File: config.mk
export PLATFORM = sky130hd
export DESIGN_NAME = simon_pipe_ctrl
export DESIGN_NICKNAME = d
export VERILOG_FILES = /design/src/rtl/simon_pipe_ctrl.sv
export SDC_FILE = /design/constraint.sdc
export NUM_CORES = 1
export LEC_CHECK = 0
export ABC_AREA = 1
export CAP_MARGIN = 10
export CELL_PAD_IN_SITES_DETAIL_PLACEMENT = 1
export CELL_PAD_IN_SITES_GLOBAL_PLACEMENT = 1
export CORE_ASPECT_RATIO = 0.8
export CORE_MARGIN = 10
export CORE_UTILIZATION = 38
export CTS_CLUSTER_DIAMETER = 150
export DETAILED_ROUTE_END_ITERATION = 12
export GPL_ROUTABILITY_DRIVEN = 0
export GPL_TIMING_DRIVEN = 0
export MAX_ROUTING_LAYER = met4
export PLACE_DENSITY_LB_ADDON = 0.1
export SYNTH_ARGS = -nofsm -noshare
export SYNTH_HDL_FRONTEND = slang
export SYNTH_SLANG_ARGS = --single-unit
File: constraint.sdc
create_clock -name clk -period 4.1 [get_ports clk]
set_input_delay 0.615 -clock clk [delete_from_list [all_inputs] [get_ports clk]]
set_output_delay 0.615 -clock clk [all_outputs]
set_load 0.05 [all_outputs]
File: src/rtl/simon_pipe_ctrl.sv
// -----------------------------------------------------------------------------
// simon_pipe_ctrl
//
// Sequencing controller for the 32-round Simon32/64 encryption pipeline and its
// key schedule. It accepts plaintext and key requests from the host, drives the
// pipeline's plaintext-capture enable and the key schedule's keytext, and
// carries a {valid, tag} token alongside every block so that ciphertext leaves
// with a qualifying strobe. A new key is only taken once the pipeline is empty,
// and plaintext is held off until the round keys derived from it have settled.
//
// Ports
//   clk         clock
//   rst         synchronous, active-high reset
//   in_valid    plaintext request
//   in_ready    plaintext accepted when in_valid && in_ready at a clk edge
//   in_tag      user tag travelling with the accepted block
//   pt_capture  combinational in_valid && in_ready, enables the plaintext register
//   key_valid   new-key request
//   key_ready   key accepted when key_valid && key_ready at a clk edge
//   key_in      new keytext
//   pipe_key    registered keytext driven to the key schedule
//   key_load    one-cycle pulse following a key accept
//   out_valid   ciphertext register holds a valid block this cycle
//   out_tag     tag of that block
//   inflight    accepted blocks not yet presented at the output
//   busy        high unless in RUN with an empty pipeline
// -----------------------------------------------------------------------------
module simon_pipe_ctrl #(
  parameter int LATENCY = 33,
  parameter int KEY_LAT = 32,
  parameter int TAG_W   = 4
) (
  input  logic             clk,
  input  logic             rst,
  input  logic             in_valid,
  output logic             in_ready,
  input  logic [TAG_W-1:0] in_tag,
  output logic             pt_capture,
  input  logic             key_valid,
  output logic             key_ready,
  input  logic [63:0]      key_in,
  output logic [63:0]      pipe_key,
  output logic             key_load,
  output logic             out_valid,
  output logic [TAG_W-1:0] out_tag,
  output logic [5:0]       inflight,
  output logic             busy
);

  // Token stages ahead of the output register.
  localparam int STAGES = LATENCY - 1;
  localparam int CNT_W  = $clog2(KEY_LAT + 1);
  localparam logic [CNT_W-1:0] CNT_LAST = CNT_W'(KEY_LAT - 1);

  typedef enum logic [1:0] {
    KEY_WAIT = 2'd0,
    SETTLE   = 2'd1,
    RUN      = 2'd2,
    DRAIN    = 2'd3
  } state_t;

  state_t           state;
  state_t           state_nxt;
  logic [CNT_W-1:0] settle_cnt;
  logic             key_acc;

  logic             tok_vld_p [STAGES];
  logic [TAG_W-1:0] tok_tag_p [STAGES];

  // Occupancy update; an accept and a retire on the same edge cancel out.
  function automatic logic [5:0] inflight_step(input logic [5:0] cur,
                                               input logic       inc,
                                               input logic       dec);
    logic [5:0] res;
    res = cur;
    case ({inc, dec})
      2'b10:   res = cur + 6'd1;
      2'b01:   res = cur - 6'd1;
      default: res = cur;
    endcase
    return res;
  endfunction

  // ---------------------------------------------------------------------------
  // Control FSM: handshakes and next state
  // ---------------------------------------------------------------------------
  always_comb begin
    state_nxt = state;
    in_ready  = 1'b0;
    key_ready = 1'b0;
    key_acc   = 1'b0;

    // A pending key always blocks new plaintext so the pipeline can drain.
    in_ready  = (state == RUN) && !key_valid;
    key_ready = (state == KEY_WAIT) ||
                (((state == RUN) || (state == DRAIN)) && (inflight == 6'd0));
    key_acc   = key_valid && key_ready;

    case (state)
      KEY_WAIT: if (key_acc) state_nxt = SETTLE;
      SETTLE:   if (settle_cnt == CNT_LAST) state_nxt = RUN;
      RUN: begin
        if (key_acc)                               state_nxt = SETTLE;
        else if (key_valid && (inflight != 6'd0))  state_nxt = DRAIN;
      end
      DRAIN:    if (key_acc) state_nxt = SETTLE;
      default:  state_nxt = KEY_WAIT;
    endcase
  end

  assign pt_capture = in_valid && in_ready;
  assign busy       = (state != RUN) || (inflight != 6'd0);

  always_ff @(posedge clk) begin
    if (rst) begin
      state <= KEY_WAIT;
    end else begin
      state <= state_nxt;
    end
  end

  // Settle counter restarts on every key accept and parks at its last value.
  always_ff @(posedge clk) begin
    if (rst) begin
      settle_cnt <= '0;
    end else if (key_acc) begin
      settle_cnt <= '0;
    end else if ((state == SETTLE) && (settle_cnt != CNT_LAST)) begin
      settle_cnt <= settle_cnt + 1'b1;
    end
  end

  // ---------------------------------------------------------------------------
  // Key register feeding the key schedule
  // ---------------------------------------------------------------------------
  always_ff @(posedge clk) begin
    if (rst) begin
      pipe_key <= 64'd0;
      key_load <= 1'b0;
    end else begin
      key_load <= key_acc;
      if (key_acc) begin
        pipe_key <= key_in;
      end
    end
  end

  // ---------------------------------------------------------------------------
  // Token stage 0: captured alongside the plaintext register
  // Token stages 1..STAGES-1: follow the round registers
  // ---------------------------------------------------------------------------
  always_ff @(posedge clk) begin
    if (rst) begin
      for (int i = 0; i < STAGES; i++) begin
        tok_vld_p[i] <= 1'b0;
        tok_tag_p[i] <= '0;
      end
    end else begin
      tok_vld_p[0] <= pt_capture;
      tok_tag_p[0] <= in_tag;
      for (int i = 1; i < STAGES; i++) begin
        tok_vld_p[i] <= tok_vld_p[i-1];
        tok_tag_p[i] <= tok_tag_p[i-1];
      end
    end
  end

  // ---------------------------------------------------------------------------
  // Output stage: aligned with the ciphertext register
  // ---------------------------------------------------------------------------
  always_ff @(posedge clk) begin
    if (rst) begin
      out_valid <= 1'b0;
      out_tag   <= '0;
    end else begin
      out_valid <= tok_vld_p[STAGES-1];
      out_tag   <= tok_tag_p[STAGES-1];
    end
  end

  // A block retires on the same edge its out_valid is registered.
  always_ff @(posedge clk) begin
    if (rst) begin
      inflight <= 6'd0;
    end else begin
      inflight <= inflight_step(inflight, pt_capture, tok_vld_p[STAGES-1]);
    end
  end

endmodule
==> results of run 1 <==
==> stage by stage <==
stage,power [uW],utilization (%)
finish,6060,52.5
global route,6340,52.5
CTS,6160,52.5
detailed placement,3810,48.2
global placement,3800,48.2
floorplan,3360,-
==> synth_stat cells, drive strengths merged <==
library cell and count:
a21boi 1, a21oi 9, buf 26, clkbuf 15
dfxtp 244, ha 7, inv 194, nand2 172
nand3 77, nand4 1, nor2 186, nor3 2
nor3b 1, o21ai 4, o21bai 1, o22ai 1
or2 1, xnor2 3, xor2 2
==> layer usage <==
metal / vias to the layer above / global-route usage, % / share of wire (%)
met5: - / - / 0
met2: 100 / 23.4 / 48
met3: 29 / 4.10 / 5.7
li1: 3097 / - / -
met4: 0 / 4.18 / 2.0
met1: 2778 / 16.0 / 44
==> critical path, stage by stage (launching register included) <==
cell             delay (ns)
dfxtp_1                0.34
inv_1                  0.09
ha_1                   0.19
inv_1                  0.06
nor2_1                 0.12
inv_1                  0.08
nor2_1                 0.18
clkdlybuf4s50_1        0.88
==> registers in the layout, summed over array words and instances, names as in the netlist <==
register    cells
pipe_key       64
tok_tag_p     128
inflight        6
settle_cnt      6
state           2
key_load        1
out_tag         4
tok_vld_p      32
out_valid       1
==> power by group through the flow <==
stage / registers, uW / logic [uW] / clock network (uW)
after global placement: 2630 / 1170 / 0
after floorplan: 3020 / 339 / 0
after detailed placement: 2630 / 1180 / 0
final: 2580 / 1160 / 2320
after CTS: 2580 / 1190 / 2390
after global routing: 2600 / 1250 / 2490
==> cells in the final DEF, fill, tap and decap left out, types with 3 or more instances in the layout <==
cell,synthesis,final
xnor2_1,3,3
inv_1,194,194
buf_1,4,4
clkbuf_8,0,6
nand2_1,172,172
clkbuf_16,0,25
nand3_1,76,76
nor2_1,184,184
clkdlybuf4s50_1,0,151
bufinv_16,0,3
a21oi_1,9,9
buf_2,15,15
dfxtp_1,244,244
clkbuf_1,15,19
ha_1,7,7
buf_6,6,6
o21ai_0,4,4
clkinv_2,0,5
==> worst paths after layout <==
check                                 startpoint  slack (ns)                to
worst max-delay path                    state[0]        1.04        pt_capture
worst min-delay path            tok_tag_p[10][2]        0.40  tok_tag_p[11][2]
worst max register to register          state[0]        1.40       inflight[2]
worst min register to register  tok_tag_p[10][2]        0.40  tok_tag_p[11][2]
==> final cells by class <==
class                   count  area (um2)  area share, %
plain buffers              41         221           2.11
clock inverters            10         130           1.24
multi-input cells         468        1990           18.9
inverters                 194         728           6.92
clock buffers              35         723           6.88
repair buffers            151        1510           14.4
flip-flops and latches    244        4880           46.4
well taps                 264         330           3.14
==> kinds of logic (layout without fill, tap and decap cells) <==
logic type               Yosys count  count (layout)  share of synthesized area (%)
adder cells (fa/ha/maj)            7               7                           1.12
AO/OA/AOI/OAI                     16              16                           1.10
flip-flops                       244             244                           62.5
AND/OR/NAND/NOR                  440             440                           22.6
XOR/XNOR                           5               5                          0.560
buffers and inverters            235             431                           12.1
==> impl_results.md, run 1 <==
* Status: finished clean
* Maximum VDD drop at between 0.4 and 0.5 mV
* Comb pwr share at a little under a fifth
* Dpl ws at about 0.99 ns
* # DRC at 0
* Routed vias/inst at 4.27
* Remaining antenna violation count after routing at 0
* Max Clk Rate at ~0.33 GHz
* Initial DRC count at between 200 and 250
* CTS root buf: clkbuf_16
* Syn_nets at 1026
* Vias post-DR at 6004
* Hold slack at about 0.4 ns
* Gr ovfl total at 0
* Cell Pwr Density at about 580 nW/um2
* Buffers added on ports at 151
* H-tree Lvls at 1
* Sequential power share at between 40% and 50%
* CTS Buffer Depth at 3
* Crit path DAT at approximately 2.4 ns
* Hold Crit Depth at 2
* Chip height at around 150 um
* Initial DRT Pass Iterations at 4
* Wire per inst at around 13 um
* Initial core utilization at approximately two fifths
* Internal at roughly 4300 uW
* ANT cells at 0
* Worst EP required at between 3 and 4 ns
* Boundary Pins at between 150 and 200
* Clock latency at the later pin of the worst-skew pair at 0.51 ns
* HP Class: reg -> reg
* Nets at 1204
* Worst reg2reg path depth at 18
* Final Max Slew Viols at 0
* Final std cells w/o fill at between 1000 and 1500
* Worst Path Max Fanout at 4
* Final Hold Fails at 0
* Fill cell count at approximately 2400
* Post-synthesis sequential area ratio at 62.5%
* Synth top area cells: dfxtp_1 (62%), inv_1 (9.3%), nor2_1 (8.8%)
* GRT Util Overall at between 10% and 20%
* Type of element capturing the critical path: output pin
* Final setup fails at 0
* Hold-fix buffer count after cts at 0
* Yosys top cell area share at 62.5%
* Core box area at 20000 um2
* Post-synth cell types at 24
* Clk_skew at 0.00639 ns
* Die X at 180 um
* CP Launch Type: register
* Largest net degree at the start of global routing at 15
* Rows at 46
* Post-synthesis cell area at approximately 8000 um2
* CTS tree: built
* Setup tns final at 0 ns
* Kind of critical path: reg -> out
* Area growth from synthesis to layout at 34.5%
* Period utilization at 74.6%
* Clock slew at reported path FFs at 0.06 ns
* Post-CTS Setup Bufs at 0
* Psw at around 1800 uW
* Post-CTS Resized at 0
* Flops & latches, synth at 244
* CTS Buf Count at 25
* Initial antenna violation count at 0
* Worst Tran Pin Value at roughly 0.68 ns
* Post-route minimum period at slightly above 3 ns
* Total Die Area at 26800 um2
* Net Sw Frac at 29.0%
* Synth warn at 0
* Placed cell count at between 1000 and 1500
* Post-Route WL at 18700 um
* Syn avg cell area at 8.26 um2
* Placed Area at 9660 um2
* Clock sinks at 244
* First-pass GRT wire length at ~31000 um
* Max-Cap Viols at 0
* HPWL after detailed placement at 13400 um
* RSZ-0062 raised after global routing: no
* Final WS setup at around 1.0 ns
* Layout cells sized above 1 at around 5.9%
* Leak at roughly 0.0044 uW
* Slew headroom at about 55%
* Vias in the first global route at about 6200
* Clk pwr share at a little under two fifths
* Yosys top cell by area: dfxtp_1
* Fin area at 10500 um2
* Cells after synthesis at 947
Note: power is estimated with default switching activity, not from simulation.
==> inputs of run 2 (changes only) <==
- CORE_UTILIZATION: 38 -> 34
- clock period: 4.1 -> 2.8 ns (I/O delays scaled with it)
==> run 2 against run 1 <==
Effect of this change: design area grew 0.50%; final cell count up 3.0%; total power rose by 45%; sequential power increased by 47%; via count decreased by 0.53%; setup slack got worse by 0.81 ns; non-clock buffer count rose by 1; sequential cell count did not move.
==> impl_results.md, run 2 (same netlist as run 1, synthesis figures left out) <==
* CTS tree: built (unchanged)
* CP Launch Type: register (unchanged)
* Routed vias/inst at 4.12 (was 4.27)
* Core box area at 22600 um2 (was 20000 um2)
* Cell family with the largest share of critical-path delay: buffers and inverters (unchanged)
* GRT Util Overall at 12.8% (was 14.0%)
* Period utilization at between 90% and 100%
* Clock latency at the later pin of the worst-skew pair at 0.52 ns (was 0.51 ns)
* Layout cells sized above 1 at 5.77% (was 5.86%)
* Rows at 49 (was 46)
* Remaining antenna violation count after routing at 0 (unchanged)
* Status: finished clean (unchanged)
* ANT cells at 0 (unchanged)
* Total Die Area at 29500 um2 (was 26800 um2)
* Final Max Slew Viols at 0 (unchanged)
* Top Registers: tok_tag_p (128), pipe_key (64), tok_vld_p (32) (unchanged)
* # DRC at 0 (unchanged)
* Worst EP required at 2.38 ns (was 3.48 ns)
* HPWL after detailed placement at 13400 um (about the same)
* CTS Buffer Depth at 3 (unchanged)
* Crit path DAT at 2.14 ns (was 2.44 ns)
* Hold Crit Depth at 2 (unchanged)
* Clock slew at reported path FFs at 0.06 ns (about the same)
* Maximum VDD drop at 0.390 mV (was 0.425 mV)
* CTS root buf: clkbuf_16 (unchanged)
* Vias post-DR at 5972 (was 6004)
* Leak at 0.00444 uW (was 0.00445 uW)
* Clock sinks at 244 (unchanged)
* Final std cells w/o fill at 1449 (was 1407)
* Post-Route WL at 18500 um (was 18700 um)
* WHS Endpoint: tok_tag_p[12][2] (was tok_tag_p[11][2])
* Hold path start: tok_tag_p[11][2] (was tok_tag_p[10][2])
* Chip height at 156 um (was 148 um)
* Initial DRT Pass Iterations at 4 (unchanged)
* Placed Area at 9730 um2 (was 9660 um2)
* Max Clk Rate at between 0.3 and 0.4 GHz
* Worst Tran Pin Value at 0.651 ns (was 0.681 ns)
* Worst path bufs/invs at 4 (unchanged)
* Slowest Stage Delay on Critical Path at 0.53 ns (was 0.88 ns)
* Area growth from synthesis to layout at 35.1% (was 34.5%)
* Placed cell count at 1404 (was 1362)
* Initial DRC count at 188 (was 201)
* Worst reg2reg path depth at 20 (was 18)
* CP max-delay cell: dlygate4sd2_1 (was clkdlybuf4s50_1)
* RSZ-0062 raised after global routing: no (unchanged)
* Final setup fails at 0 (unchanged)
* Commonest non-fill, non-tap cell in the layout: dfxtp_1 (unchanged)
* Worst r2r dst: inflight[4] (was inflight[2])
* RR Startpoint: state[1] (was state[0])
* Most flops, register: tok_tag_p (unchanged)
* Max reg flops at 128 (unchanged)
* Buffers added on ports at 151 (unchanged)
* Fin area at 10600 um2 (was 10500 um2)
* First-pass GRT wire length at 30200 um (was 30700 um)
* Vias in the first global route at 6010 (was 6198)
* Fin util at 46.8% (was 52.5%)
* Gr ovfl total at 0 (unchanged)
* Wire per inst at 12.8 um (was 13.3 um)
* HP Class: reg -> reg (unchanged)
* Post-route minimum period at around 2.6 ns
* CTS Buf Count at 26 (was 25)
* Most frequent cells in the layout: dfxtp_1 (244), inv_1 (193), nor2_1 (182) (was dfxtp_1 (244), inv_1 (194), nor2_1 (184))
* Worst-path cell chain: ha_1 > inv_1 > nor2_4 > inv_1 > nor2_4 > buf_4 > dlygate4sd2_1 (was inv_1 > ha_1 > inv_1 > nor2_1 > inv_1 > nor2_1 > clkdlybuf4s50_1)
* Cell Pwr Density at 832 nW/um2 (was 577 nW/um2)
* H-tree Lvls at 1 (unchanged)
* Type of element capturing the critical path: output pin (unchanged)
* Max-Cap Viols at 0 (unchanged)
* Clk_skew at 0.0215 ns (was 0.00639 ns)
* Slew headroom at 56.6% (was 54.6%)
* Initial core utilization at 34.7% (was 39.0%)
* Worst Path Max Fanout at 5 (was 4)
* Largest net degree at the start of global routing at 13 (was 15)
* R2r setup slk at 0.28 ns (was 1.40 ns)
* Final Hold Fails at 0 (unchanged)
* Nets at 1206 (was 1204)
* Die X at 190 um (was 180 um)
* Initial antenna violation count at 0 (unchanged)
* Kind of critical path: reg -> out (unchanged)
* Boundary Pins at 152 (unchanged)
[run 2: worst max-delay path by stage]
| stage | slack [ns] | depth (start not counted) | endpoint | start |
|---|---|---|---|---|
| 2_1_floorplan | 0.01 | 21 | inflight[4] | state[0] |
| 3_3_place_gp | -0.11 | 19 | inflight[4] | key_valid |
| 3_5_place_dp | -0.16 | 16 | inflight[2] | key_valid |
| 4_1_cts | 0.11 | 17 | inflight[2] | state[1] |
| 5_1_grt | 0.007 | 20 | inflight[4] | state[0] |
| 6_report | 0.24 | 7 | pt_capture | state[1] |
[run 2: stage by stage]
step,hold slack [ns],TNS (ns),total power (uW),setup slack [ns]
global placement,0.389,-0.195,5570,-0.114
CTS,0.398,0,8950,0.112
global route,0.406,0,9210,0.00697
detailed placement,0.395,-0.318,5590,-0.162
finish,0.397,0,8790,0.236
floorplan,0.388,0,4920,0.0105
[run 2: layout make-up]
class	instances	area, um2
Timing Repair Buffer	152	1520
Clock buffer	41	788
Tap cell	306	383
Buffer	41	221
Clock inverter	3	42.5
Inverter	194	731
Fill cell	2737	12000
Multi-Input combinational cell	468	2000
Sequential cell	244	4880
[run 2: power by group]
group	total (uW)	internal, uW	switching (uW)
Clock	3300	2000	1300
Combinational	1710	560	1150
Sequential	3780	3670	111
Total	8790	6230	2560
[run 2: routing by layer]
metal | up-vias | global-route usage [%] | part of all wire (%)
met4 | 0 | 4.38 | 2.5
met2 | 102 | 20.2 | 46
met1 | 2728 | 14.9 | 45
met3 | 32 | 4.24 | 6.5
li1 | 3110 | - | -
met5 | - | - | 0
[run 2: worst reg2reg max path: cells and delay by family (launching register included)]
kind / cells / cell delay (ns)
and+or+nand+nor: 9 / 0.69
buffers and inverters: 7 / 0.60
adders and majority gates: 3 / 0.56
DFF: 1 / 0.41
AOI/OAI and AO/OA: 1 / 0.18
[run 2: timing repair]
item                                    4_1_cts  5_1_grt
gates resized for setup                       2        3
endpoints found under the setup margin        2        2
pin swaps                                     0        1
hold buffers                                  0        0
setup buffers                                 0        1
